<file path="src/rtl/mem_align_if.sv">
// Bus bundle between the MEM-stage control/datapath and the load/store
// alignment unit. The unit sits on the slave side.
interface mem_align_if #(
    parameter int ERR_W = 8
);
    // Pipeline control
    logic             stall;
    logic             flush;
    logic             valid_in;

    // Access description
    logic [2:0]       mem_op;
    logic [31:0]      addr;
    logic [31:0]      store_data;
    logic [31:0]      mem_rdata;

    // Data-memory write port
    logic [3:0]       dmem_we;
    logic [31:0]      dmem_wdata;

    // MEM/WB boundary
    logic [31:0]      load_data_q;
    logic             load_valid_q;
    logic             misalign_q;
    logic [ERR_W-1:0] err_count_q;

    // Pipeline/control side: drives the access, observes results
    modport master (
        output stall, flush, valid_in, mem_op, addr, store_data, mem_rdata,
        input  dmem_we, dmem_wdata, load_data_q, load_valid_q, misalign_q, err_count_q
    );

    // Alignment unit side
    modport slave (
        input  stall, flush, valid_in, mem_op, addr, store_data, mem_rdata,
        output dmem_we, dmem_wdata, load_data_q, load_valid_q, misalign_q, err_count_q
    );
endinterface

</file>
<file path="src/rtl/mem_align_unit.sv">
// MEM-stage load/store alignment unit for the pipelined MIPS core.
// Stores: lane replication and byte enables, purely combinational.
// Loads: byte/halfword extraction with sign/zero extension, registered
// into the MEM/WB boundary. Misaligned accesses are flagged and counted.
module mem_align_unit #(
    parameter int ERR_W = 8
) (
    input  logic       clk,
    input  logic       reset,
    mem_align_if.slave bus
);

    typedef enum logic [2:0] {
        OP_LW  = 3'b000,
        OP_LH  = 3'b001,
        OP_LHU = 3'b010,
        OP_LB  = 3'b011,
        OP_LBU = 3'b100,
        OP_SW  = 3'b101,
        OP_SH  = 3'b110,
        OP_SB  = 3'b111
    } mem_op_e;

    mem_op_e    op;
    logic [1:0] lane;

    assign op   = mem_op_e'(bus.mem_op);
    assign lane = bus.addr[1:0];

    // Only the word offset matters here; the upper address goes straight to memory.
    logic unused_addr_bits;
    assign unused_addr_bits = ^bus.addr[31:2];

    // ------------------------------------------------------------------
    // Operation decode
    // ------------------------------------------------------------------
    logic is_load;
    logic st_word;
    logic st_half;
    logic st_byte;
    logic misaligned;

    // Classify the access and check its natural alignment
    always_comb begin
        is_load    = 1'b0;
        st_word    = 1'b0;
        st_half    = 1'b0;
        st_byte    = 1'b0;
        misaligned = 1'b0;
        case (op)
            OP_LW: begin
                is_load    = 1'b1;
                misaligned = (lane != 2'b00);
            end
            OP_LH, OP_LHU: begin
                is_load    = 1'b1;
                misaligned = lane[0];
            end
            OP_LB, OP_LBU: begin
                is_load    = 1'b1;
            end
            OP_SW: begin
                st_word    = 1'b1;
                misaligned = (lane != 2'b00);
            end
            OP_SH: begin
                st_half    = 1'b1;
                misaligned = lane[0];
            end
            OP_SB: begin
                st_byte    = 1'b1;
            end
            default: begin
                is_load    = 1'b0;
            end
        endcase
    end

    // ------------------------------------------------------------------
    // Store path: replicate the narrow value into every lane it could land
    // in, then let the byte enables pick the lane(s) actually written.
    // ------------------------------------------------------------------
    logic [3:0]  we_lane;
    logic [31:0] wdata_lane;
    logic        write_ok;

    genvar gi;
    generate
        for (gi = 0; gi < 4; gi++) begin : g_store_lane
            assign wdata_lane[8*gi +: 8] =
                st_byte ? bus.store_data[7:0] :
                st_half ? bus.store_data[8*(gi%2) +: 8] :
                          bus.store_data[8*gi +: 8];

            assign we_lane[gi] =
                st_word |
                (st_half & (lane[1] == 1'(gi/2))) |
                (st_byte & (lane == 2'(gi)));
        end
    endgenerate

    // Memory is written at this same edge, so anything that cancels the
    // instruction must also cancel its byte enables.
    assign write_ok       = bus.valid_in & ~bus.stall & ~bus.flush & ~reset & ~misaligned;
    assign bus.dmem_we    = write_ok ? we_lane : 4'b0000;
    assign bus.dmem_wdata = wdata_lane;

    // ------------------------------------------------------------------
    // Load path: split the read word into lanes, select, extend.
    // ------------------------------------------------------------------
    logic [7:0]  rd_byte [4];
    logic [15:0] rd_half [2];
    logic [7:0]  sel_byte;
    logic [15:0] sel_half;
    logic [31:0] load_ext;

    generate
        for (gi = 0; gi < 4; gi++) begin : g_rd_byte
            assign rd_byte[gi] = bus.mem_rdata[8*gi +: 8];
        end
        for (gi = 0; gi < 2; gi++) begin : g_rd_half
            assign rd_half[gi] = bus.mem_rdata[16*gi +: 16];
        end
    endgenerate

    assign sel_byte = rd_byte[lane];
    assign sel_half = rd_half[lane[1]];

    // Sign- or zero-extend the selected lane according to the load type
    always_comb begin
        load_ext = 32'h0000_0000;
        case (op)
            OP_LW:   load_ext = bus.mem_rdata;
            OP_LH:   load_ext = {{16{sel_half[15]}}, sel_half};
            OP_LHU:  load_ext = {16'h0000, sel_half};
            OP_LB:   load_ext = {{24{sel_byte[7]}}, sel_byte};
            OP_LBU:  load_ext = {24'h000000, sel_byte};
            default: load_ext = 32'h0000_0000;
        endcase
    end

    // ------------------------------------------------------------------
    // MEM/WB boundary registers
    // ------------------------------------------------------------------
    logic [31:0]      load_data_reg,  load_data_next;
    logic             load_valid_reg, load_valid_next;
    logic             misalign_reg,   misalign_next;
    logic [ERR_W-1:0] err_count_reg,  err_count_next;
    logic             good_load;
    logic             bad_access;

    assign good_load  = bus.valid_in & is_load & ~misaligned;
    assign bad_access = bus.valid_in & misaligned;

    // Next-state: flush clears the slot, stall holds everything, else capture
    always_comb begin
        load_data_next  = load_data_reg;
        load_valid_next = load_valid_reg;
        misalign_next   = misalign_reg;
        err_count_next  = err_count_reg;
        if (bus.flush) begin
            load_data_next  = 32'h0000_0000;
            load_valid_next = 1'b0;
            misalign_next   = 1'b0;
        end else if (!bus.stall) begin
            load_data_next  = good_load ? load_ext : 32'h0000_0000;
            load_valid_next = good_load;
            misalign_next   = bad_access;
            // Saturate rather than wrap so a long fault storm stays visible
            if (bad_access && !(&err_count_reg)) begin
                err_count_next = err_count_reg + {{(ERR_W-1){1'b0}}, 1'b1};
            end
        end
    end

    // State registers with synchronous reset taking priority over flush/stall
    always_ff @(posedge clk) begin
        if (reset) begin
            load_data_reg  <= 32'h0000_0000;
            load_valid_reg <= 1'b0;
            misalign_reg   <= 1'b0;
            err_count_reg  <= '0;
        end else begin
            load_data_reg  <= load_data_next;
            load_valid_reg <= load_valid_next;
            misalign_reg   <= misalign_next;
            err_count_reg  <= err_count_next;
        end
    end

    assign bus.load_data_q  = load_data_reg;
    assign bus.load_valid_q = load_valid_reg;
    assign bus.misalign_q   = misalign_reg;
    assign bus.err_count_q  = err_count_reg;

endmodule

</file>
<file path="src/flat_wrapper.sv">
// flat-port wrapper written by rule: the top's interface ports become plain ports
module mem_align_unit_flat 
#(
    parameter int ERR_W = 8
)
  (clk, reset, bus_stall, bus_flush, bus_valid_in, bus_mem_op, bus_addr, bus_store_data, bus_mem_rdata, bus_dmem_we, bus_dmem_wdata, bus_load_data_q, bus_load_valid_q, bus_misalign_q, bus_err_count_q);
  mem_align_if #(.ERR_W(ERR_W)) bus_i ();
  input  logic clk;
  input  logic reset;
  input wire logic [$bits(bus_i.stall)-1:0] bus_stall;
  input wire logic [$bits(bus_i.flush)-1:0] bus_flush;
  input wire logic [$bits(bus_i.valid_in)-1:0] bus_valid_in;
  input wire logic [$bits(bus_i.mem_op)-1:0] bus_mem_op;
  input wire logic [$bits(bus_i.addr)-1:0] bus_addr;
  input wire logic [$bits(bus_i.store_data)-1:0] bus_store_data;
  input wire logic [$bits(bus_i.mem_rdata)-1:0] bus_mem_rdata;
  output wire logic [$bits(bus_i.dmem_we)-1:0] bus_dmem_we;
  output wire logic [$bits(bus_i.dmem_wdata)-1:0] bus_dmem_wdata;
  output wire logic [$bits(bus_i.load_data_q)-1:0] bus_load_data_q;
  output wire logic [$bits(bus_i.load_valid_q)-1:0] bus_load_valid_q;
  output wire logic [$bits(bus_i.misalign_q)-1:0] bus_misalign_q;
  output wire logic [$bits(bus_i.err_count_q)-1:0] bus_err_count_q;
  assign bus_i.stall = bus_stall;
  assign bus_i.flush = bus_flush;
  assign bus_i.valid_in = bus_valid_in;
  assign bus_i.mem_op = bus_mem_op;
  assign bus_i.addr = bus_addr;
  assign bus_i.store_data = bus_store_data;
  assign bus_i.mem_rdata = bus_mem_rdata;
  assign bus_dmem_we = bus_i.dmem_we;
  assign bus_dmem_wdata = bus_i.dmem_wdata;
  assign bus_load_data_q = bus_i.load_data_q;
  assign bus_load_valid_q = bus_i.load_valid_q;
  assign bus_misalign_q = bus_i.misalign_q;
  assign bus_err_count_q = bus_i.err_count_q;
  mem_align_unit #(.ERR_W(ERR_W)) u_core (.clk(clk), .reset(reset), .bus(bus_i));
endmodule
</file>
<file path="config.mk">
export PLATFORM = sky130hd
export DESIGN_NAME = mem_align_unit_flat
export DESIGN_NICKNAME = d
export VERILOG_FILES = /design/src/rtl/mem_align_if.sv /design/src/rtl/mem_align_unit.sv /design/src/flat_wrapper.sv
export SDC_FILE = /design/constraint.sdc
export NUM_CORES = 1
export LEC_CHECK = 0
export ABC_CLOCK_PERIOD_IN_PS = 4800
export BUFFER_PORTS_ARGS = -buffer_cell sky130_fd_sc_hd__buf_2
export CORE_MARGIN = 2
export CORE_UTILIZATION = 30
export CTS_CLUSTER_DIAMETER = 30
export CTS_CLUSTER_SIZE = 30
export DETAILED_ROUTE_END_ITERATION = 10
export GPL_ROUTABILITY_DRIVEN = 1
export GPL_TIMING_DRIVEN = 0
export SLEW_MARGIN = 20
export SYNTH_ARGS = -nofsm -noshare
export SYNTH_HDL_FRONTEND = slang
export SYNTH_SLANG_ARGS = --single-unit
export TNS_END_PERCENT = 100
</file>
<file path="constraint.sdc">
create_clock -name clk -period 4.8 [get_ports clk]
set_clock_uncertainty 0.15 [all_clocks]
set_input_delay 0.48 -clock clk [delete_from_list [all_inputs] [get_ports clk]]
set_output_delay 0.48 -clock clk [all_outputs]
set_load 0.02 [all_outputs]
</file>
==> metrics <==
Seq/Total Area, Yosys between 20 and 30%; synthesis-to-layout area growth 35.1%; Mapped Area 2820 µm²; Initial DRC Count 158; Post-CTS Setup Bufs 0; pre-CTS WS approximately 2.1 ns; Hold Path Cell Cnt 3; CP arrival approximately 2 ns; detailed-route via count 3281; core area roughly 9000 µm²; post-route cell area 3810 µm²; most used cell, CP buf_2; P_sw approximately 0.27 mW; clk_lat worst skew 0.30 ns; Pwr per Cell Area 229 nW/µm²; placed inst area 3690 µm²; largest vdd supply drop 0.000106 V; hold crit path type input port to flip-flop; Hold Vio Cnt, Final 0; warnings from Yosys 0; Die ar. ~10000 µm²; worst r2r path cells 6; ys async rst share 0%; Routed WL per cell 14.8 µm; clock slew at reported path FFs ~0.090 ns; CTS max path bufs 2; # H-tree levels 2; antenna violations before repair 1; Syn Nets about 480; net switching fraction of the power approximately 31%; CP startpoint kind input port; total power approximately 0.87 mW; reg2reg start u_core.bus.err_count_q[0]; Worst Tran Pin Value between 0.6 and 0.7 ns; xor/xnor cell area share of the yosys netlist 0%; dpl hpwl about 7300 µm; most common cell after layout, fill and taps aside buf_2; Final period util roughly 55%; vias in the first global route 3007; commonest cells after routing, fill and taps aside buf_2 (156), nand2_1 (60), o21ai_0 (47); Sink Count between 40 and 50; Internal approximately 0.6 mW; Crit path largest cell delay 0.41 ns; first-pass GRT wire length around 15000 µm; CP Class input port to output port; # setup viols final 0; capturing point of the worst reg2reg path u_core.bus.err_count_q[5]; total track usage 18.0%; pin count of the biggest net entering global routing 15; critical path fanouts, max 10; Pins Over Slew Limit 0; number of CTS-inserted buffers 5; fraction of synthesized area in multiplexers between 10% and 20%; worst setup path end bus_dmem_wdata[10]; Syn Inst Count 371; Initial Util 30.6%; width of the die between 100 and 150 µm; fin cells 638; Static Leak 1.75 nW; minimum clock period 2.64 ns; post-CTS sizing 0; port buffer count roughly 150; critical path's slowest cell mux2_2; post-synthesis register bit count 42; cts hold-fix bufs 0; CTS tree yes; number of synthesized flops with an enable pin 0; Avg Vias per Cell around 5; simple-gate share of the synthesized area between 20% and 30%; Row Count 35; CP Cell Sequence buf_2, buf_2, buf_4, nand3_1, mux2_2, buf_2; RSZ-0062 raised after global routing false; Ports about 180; DRC Markers 0; Distinct cells, synth 50; met1 Use GR around 25%; total grt overflow 0; largest family of logic cells by synthesized area compound AO/OA/AOI/OAI gates; Critical Path Start bus_mem_op[2]; Max-Cap Viols 0; Comb power frac between 20% and 30%; Synth Flop Type dfxtp_1; Clock power frac 33.4%; sequential share of power around two fifths; CTS Root Cell clkbuf_8; Reg2Reg Setup Slack 2.81 ns; die height 101 µm; critical path endpoint category output port; fraction of layout cells with a size suffix above 1 about two fifths; Crit path required time approximately 4.2 ns; Post-Route WL 9470 µm; final net count 630; mean post-synth cell area 7.59 µm²; Top Usage Layer GRT met2; routability cong. about 0.85; final worst setup slack 2.16 ns; drt first pass iters 5; Synth Area in Adders 0.799%; Placed Instances ~630; run status finished, final reports clean; Final TNS setup 0 ns; Synth Area in Compound Gates between 20% and 30%; met2 usage around 28%; Fmax achieved between 300 and 400 MHz; DRT antenna net count 0; Slew headroom between 50% and 60%; met3 global-route usage 3.61%
## worst max-delay path: cells and delay by family
kind	cells	cell delay, ns
buf+inv	4	0.76
simple gates	1	0.36
mux	1	0.41
## cells by family (layout without fill, tap and decap cells)
group	Yosys count	count (layout)
simple gates	126	126
compound gates	125	125
flops	42	42
buf+inv	42	197
mux	34	34
fa+ha+maj	2	2
other cells	0	1
## worst min path at each step
| stage | from | to | slack, ns |
|---|---|---|---|
| floorplan | u_core.bus.load_data_q[23] | u_core.bus.load_data_q[23] | 0.38 |
| global placement | u_core.bus.load_data_q[21] | u_core.bus.load_data_q[21] | 0.28 |
| detailed placement | u_core.bus.load_data_q[25] | u_core.bus.load_data_q[25] | 0.29 |
| CTS | bus_mem_rdata[4] | u_core.bus.load_data_q[4] | 0.27 |
| global route | bus_mem_rdata[4] | u_core.bus.load_data_q[4] | 0.28 |
| finish | bus_mem_rdata[4] | u_core.bus.load_data_q[4] | 0.28 |
## state kept, by name, summed over array words and instances (netlist names)
name / count
u_core.bus.load_data_q: 32
u_core.bus.err_count_q: 8
u_core.bus.load_valid_q: 1
u_core.bus.misalign_q: 1
## area by class of cell
class                      count  area (µm²)
tap                          111         139
inverter                       6        22.5
multi-input combinational    287        1760
fill                         966        5390
clock buffer                   5        68.8
timing repair buffer         147         736
sequential                    42         841
clock inverter                 3        43.8
buffer                        36         199
antenna                        1        2.50
## power groups by stage
stage	logic, mW	registers [mW]	clock network (mW)
floorplan	0.140	0.363	0
finish	0.229	0.352	0.292
global route	0.250	0.353	0.309
global placement	0.225	0.360	0
CTS	0.228	0.352	0.297
detailed placement	0.227	0.360	0
## cell usage after synthesis, types with 6 or more instances
cell type	number	area, µm²
nand2_1	60	225
o21ai_0	47	235
a21oi_1	45	225
dfxtp_1	42	841
nor2_1	26	97.6
mux2_2	18	203
mux2i_1	15	150
clkbuf_1	14	52.6
buf_4	12	90.1
buf_2	9	45.0
nor3_1	9	45.0
a2bb2oi_1	6	52.6
a311oi_1	6	52.6
nand3_1	6	30.0
## per-layer routing
layer | vias to the layer above | wire [µm] | part of all wire, %
met1 | 1497 | 4330 | 46
li1 | 1634 | - | -
met4 | 0 | 209 | 2.2
met5 | - | 0 | 0
met3 | 15 | 633 | 6.7
met2 | 135 | 4300 | 45
## through the flow
stage | hold WS (ns) | util [%]
2_1_floorplan | 0.375 | -
3_3_place_gp | 0.283 | 40.1
3_5_place_dp | 0.288 | 40.1
4_1_cts | 0.274 | 41.4
5_1_grt | 0.280 | 41.4
6_report | 0.282 | 41.4
Power figures use the tool's default switching activity.
